File: src/rtl/slc3_mem_arbiter.sv
// slc3_mem_arbiter: round-robin arbiter and access sequencer between the
// SLC-3 core (cpu_*) and the debug/program-loader port (dbg_*) sharing a
// single SRAM/Mem2IO port. Each transaction is IDLE -> ACCESS (N cycles of
// mem_oe or mem_we) -> DONE (one-cycle done pulse to the owner).
module slc3_mem_arbiter #(
  parameter int unsigned READ_WAIT  = 2,
  parameter int unsigned WRITE_WAIT = 1
) (
  input  logic        Clk,
  input  logic        Reset,
  input  logic        cpu_req,
  input  logic        cpu_we,
  input  logic [15:0] cpu_addr,
  input  logic [15:0] cpu_wdata,
  output logic [15:0] cpu_rdata,
  output logic        cpu_done,
  input  logic        dbg_req,
  input  logic        dbg_we,
  input  logic [15:0] dbg_addr,
  input  logic [15:0] dbg_wdata,
  output logic [15:0] dbg_rdata,
  output logic        dbg_done,
  output logic [15:0] mem_addr,
  output logic [15:0] mem_wdata,
  input  logic [15:0] mem_rdata,
  output logic        mem_oe,
  output logic        mem_we,
  output logic        busy,
  output logic        owner_dbg
);

  localparam logic [3:0] READ_CNT  = 4'(READ_WAIT);
  localparam logic [3:0] WRITE_CNT = 4'(WRITE_WAIT);

  typedef enum logic [1:0] {
    S_IDLE,
    S_ACCESS,
    S_DONE
  } state_t;

  state_t      state;
  logic [3:0]  cnt;
  logic        last_owner;
  logic        we_q;
  logic        grant_dbg;

  // Round-robin choice: a lone request wins; on a tie the port that did not
  // own the previous transaction wins.
  always_comb begin
    grant_dbg = 1'b0;
    if (cpu_req && dbg_req) begin
      grant_dbg = ~last_owner;
    end else begin
      grant_dbg = dbg_req;
    end
  end

  // Transaction sequencer with registered memory-port and handshake outputs.
  always_ff @(posedge Clk or posedge Reset) begin
    if (Reset) begin
      state      <= S_IDLE;
      cnt        <= '0;
      last_owner <= 1'b1;
      we_q       <= 1'b0;
      owner_dbg  <= 1'b0;
      busy       <= 1'b0;
      mem_oe     <= 1'b0;
      mem_we     <= 1'b0;
      mem_addr   <= '0;
      mem_wdata  <= '0;
      cpu_rdata  <= '0;
      dbg_rdata  <= '0;
      cpu_done   <= 1'b0;
      dbg_done   <= 1'b0;
    end else begin
      case (state)
        S_IDLE: begin
          if (cpu_req || dbg_req) begin
            state      <= S_ACCESS;
            busy       <= 1'b1;
            owner_dbg  <= grant_dbg;
            last_owner <= grant_dbg;
            if (grant_dbg) begin
              mem_addr  <= dbg_addr;
              mem_wdata <= dbg_wdata;
              we_q      <= dbg_we;
              mem_oe    <= ~dbg_we;
              mem_we    <= dbg_we;
              cnt       <= dbg_we ? WRITE_CNT : READ_CNT;
            end else begin
              mem_addr  <= cpu_addr;
              mem_wdata <= cpu_wdata;
              we_q      <= cpu_we;
              mem_oe    <= ~cpu_we;
              mem_we    <= cpu_we;
              cnt       <= cpu_we ? WRITE_CNT : READ_CNT;
            end
          end
        end
        S_ACCESS: begin
          cnt <= cnt - 4'd1;
          // Enables are registered, so they are cleared on the same edge that
          // captures read data; this keeps them high for exactly N cycles.
          if (cnt <= 4'd1) begin
            state  <= S_DONE;
            mem_oe <= 1'b0;
            mem_we <= 1'b0;
            if (!we_q) begin
              if (owner_dbg) begin
                dbg_rdata <= mem_rdata;
              end else begin
                cpu_rdata <= mem_rdata;
              end
            end
            if (owner_dbg) begin
              dbg_done <= 1'b1;
            end else begin
              cpu_done <= 1'b1;
            end
          end
        end
        S_DONE: begin
          state    <= S_IDLE;
          busy     <= 1'b0;
          cpu_done <= 1'b0;
          dbg_done <= 1'b0;
        end
        default: begin
          state <= S_IDLE;
        end
      endcase
    end
  end

endmodule

File: config.mk
export PLATFORM = sky130hd
export DESIGN_NAME = slc3_mem_arbiter
export DESIGN_NICKNAME = d
export VERILOG_FILES = /design/src/rtl/slc3_mem_arbiter.sv
export SDC_FILE = /design/constraint.sdc
export NUM_CORES = 1
export LEC_CHECK = 0
export BUFFER_PORTS_ARGS = -buffer_cell sky130_fd_sc_hd__buf_2
export CAP_MARGIN = 20
export CORE_ASPECT_RATIO = 1.25
export CORE_MARGIN = 8
export CORE_UTILIZATION = 46
export CTS_CLUSTER_SIZE = 25
export DETAILED_ROUTE_END_ITERATION = 7
export PLACE_DENSITY_LB_ADDON = 0.25
export SYNTH_ARGS = -nofsm -noshare
export SYNTH_HDL_FRONTEND = slang
export SYNTH_SLANG_ARGS = --single-unit
export TNS_END_PERCENT = 50
File: constraint.sdc
create_clock -name Clk -period 2.7 [get_ports Clk]
set_input_delay 0.135 -clock Clk [delete_from_list [all_inputs] [get_ports Clk]]
set_output_delay 0.135 -clock Clk [all_outputs]
set_load 0.02 [all_outputs]
==> flow_metrics.env <==
export IMPL_synth_edf_count=0
export IMPL_leakagePower_nw=2.326
export IMPL_num_antenna_cells=0
export IMPL_io_pins=156
export IMPL_fill_cells=579
export IMPL_reg2reg_depth=6
export IMPL_coreArea_um2=7019
export IMPL_yosysTopAreaCell="dfrtp_1"
export IMPL_dp_hpwl_um=6237
export IMPL_endpoint_kind="flip-flop"
export IMPL_hold_class="primary input to flip-flop"
export IMPL_cts_resized=0
export IMPL_clkTransAtPathRegs_ns=0.08
export IMPL_ir_drop_v=0.0005020
export IMPL_maxCapViolCount=0
export IMPL_hold_depth=2
export IMPL_r2r_setup_slack_ns=0.23
export IMPL_synth_cell_types=28
export IMPL_num_rows=34
export IMPL_synthFlopType="dfrtp_1"
export IMPL_rsz0062_at_grt="false"
export IMPL_clock_insertion_delay_worst_skew_ns=0.33
export IMPL_routabilityCongestion=0.8647
export IMPL_fmax_mhz=405.2
export IMPL_worstPathCellList="inv_1 -> ha_1 -> nor2_1 -> or4_4 -> or3_1 -> mux2_4"
export IMPL_yosysWarnings=0
export IMPL_path_class="flip-flop to flip-flop"
export IMPL_critical_path_reg2reg_startpoint="cnt[0]$_DFFE_PP0P_"
export IMPL_route_detailed_drc=0
export IMPL_powerDensity_nw_per_um2=1207
export IMPL_slowest_delay_ns=0.70
export IMPL_setup_tns_ns=0
export IMPL_slowest_stage="or3_1"
export IMPL_synthTopCellsByArea="dfrtp_1 58%, mux2i_1 9.9%, mux2_2 7.4%"
export IMPL_routed_via_density=4.873
export IMPL_worstHoldStart="mem_rdata[15]"
export IMPL_io_buffers=155
export IMPL_firstDrtPassIters=4
export IMPL_fin_nets=514
export IMPL_ys_ff_latch=78
export IMPL_numCtsBuffers=9
export IMPL_h_tree_depth=3
export IMPL_die_x_um=92.18
export IMPL_antenna_found_initial=0
export IMPL_ys_async_sr_fraction=1.000
export IMPL_place_ws_ns=0.2416
export IMPL_grt_max_degree=71
export IMPL_drive_above_1_share=0.4953
export IMPL_synth_top_area_frac=0.5774
export IMPL_clockBufferDepth=2
export IMPL_whs_endpoint="cpu_rdata[15]$_DFFE_PP0P_"
export IMPL_cts_root_buffer="clkbuf_8"
export IMPL_syn_to_final_growth_pct=31.80
export IMPL_drtIter0Drc=61
export IMPL_synth_avg_cell_area_um2=12.41
export IMPL_worst_slew_pin_slew_ns=0.9966
export IMPL_grt_pass1_vias=2834
export IMPL_outcome="finished, final reports clean"
export IMPL_critPathRequiredTime_ns=2.91
export IMPL_initial_core_util=0.4754
export IMPL_via_count=2534
export IMPL_crit_start="cnt[0]$_DFFE_PP0P_"
export IMPL_worst_setup_path_start_kind="flip-flop"
export IMPL_clkSinkCount=78
export IMPL_layout_setup_ws_ns=0.2324
export IMPL_fin_crit_ns=2.468
export IMPL_finalHoldViolCount=0
export IMPL_drv_slew=0
export IMPL_reg2reg_to="cpu_rdata[4]$_DFFE_PP0P_"
export IMPL_cp_arrival_ns=2.68
export IMPL_setup_viol=0
export IMPL_dieArea_um2=10250
export IMPL_cts_tree="yes"
export IMPL_netlist_area_um2=3337
export IMPL_syn_inst=269
export IMPL_wl_per_cell_um=15.31
export IMPL_fin_crit_sh=0.9139
export IMPL_worst_path_max_fanout=16
export IMPL_syn_nets=357
export IMPL_antenna_left=0
export IMPL_grt_ovfl_total=0
export IMPL_fin_skew_ns=0.008093
export IMPL_synth_seq_area_share=0.5853
export IMPL_grt_pass1_wl_um=13230
export IMPL_totalWireLength_um=7963
export IMPL_max_slew_margin_rel=0.3356
export IMPL_die_height_um=111.2
export IMPL_grt_usage=0.1602
==> cell families (layout without fill, tap and decap cells) <==
logic type / after synthesis / in the layout / synth area share
multiplexers: 65 / 65 / 0.2182
AND/OR/NAND/NOR: 59 / 59 / 0.07874
AO/OA/AOI/OAI: 46 / 46 / 0.07874
flip-flops: 78 / 78 / 0.5853
buffers and inverters: 19 / 180 / 0.03149
adder cells (fa/ha/maj): 2 / 2 / 0.007498
==> state kept, by name (all words and copies together), names as in the netlist, 2 cells and up <==
signal,flops
cpu_rdata,16
dbg_rdata,16
mem_addr,16
mem_wdata,16
cnt,4
state,2
==> final cells by class <==
cell class,count,area [µm²],share of cell area
multi-input combinational,172,1291,0.2936
clock inverter,5,61.31,0.01394
inverter,4,16.27,0.003698
clock buffer,10,127.6,0.02902
sequential,78,1953,0.4441
timing repair buffer,161,835.8,0.1900
tap,90,112.6,0.02560
==> routing by layer <==
layer	track usage	wire [µm]	vias to the layer above
met5	0	0	-
met4	0.07435	133	0
met1	0.1927	3468	1161
met3	0.06436	758	10
li1	-	-	1243
met2	0.2438	3603	120
==> through the flow <==
stage / std cells / util / power (W) / hold WS (ns) / area, µm²
final: 520 / 0.6266 / 0.005308 / 0.04153 / 4398
after global routing: 520 / 0.6266 / 0.005700 / 0.02775 / 4398
after CTS: 520 / 0.6266 / 0.005395 / 0.02069 / 4398
after detailed placement: 504 / 0.5982 / 0.004546 / 0.2215 / 4199
after global placement: 503 / 0.5954 / 0.004460 / 0.3780 / 4179
after floorplan: 269 / - / 0.003687 / 0.2835 / 3337
==> critical path: cells and delay by family (launching register included) <==
family | cells | cell delay (ns)
adders and majority gates | 1 | 0.19
buffers and inverters | 1 | 0.09
DFF | 1 | 0.43
muxes | 1 | 0.43
and+or+nand+nor | 3 | 1.20
==> placed cells by master, fill, tap and decap left out, types with 2 or more instances in the layout <==
cell and n:
nor3_1 3, dfrtp_1 77, a22o_1 3, nor2_1 5, o31ai_1 2, mux2_2 22, buf_4 4, clkbuf_8 9
clkinvlp_4 3, mux2i_1 33, nand2_1 44, ha_1 2, buf_2 155, mux2_4 10, o221ai_1 2, o21ai_0 36
inv_1 3
==> worst max path at each step <==
stage,end,slack (ns),cells after the start
after floorplan,dbg_rdata[10]$_DFFE_PP0P_,0.52,7
after global placement,cpu_rdata[13]$_DFFE_PP0P_,0.32,6
after detailed placement,cpu_rdata[10]$_DFFE_PP0P_,0.24,6
after CTS,cpu_rdata[4]$_DFFE_PP0P_,0.22,6
after global routing,cpu_rdata[4]$_DFFE_PP0P_,0.10,6
final,cpu_rdata[4]$_DFFE_PP0P_,0.23,6
==> cell usage after synthesis, types with 2 or more instances <==
cell type,count
mux2_2,22
inv_1,4
clkbuf_1,9
buf_6,2
dfrtp_1,77
or3_1,2
mux2_4,10
a22o_1,3
o21ai_0,36
o31ai_1,2
ha_1,2
o221ai_1,2
nor3_1,3
nand2_1,44
buf_2,2
nor2_1,5
mux2i_1,33
==> report_power, final <==
group,internal [W],total [W],switching [W]
logic,0.000956,0.00241,0.00145
clock network,0.000424,0.000827,0.000404
registers,0.00175,0.00208,0.000329
==> timing repair <==
item / in CTS / in global routing
hold endpoints to repair: 32 / 0
buffers inserted: 0 / 0
hold buffers: 1 / 0
(Power assumes the default switching activity.)
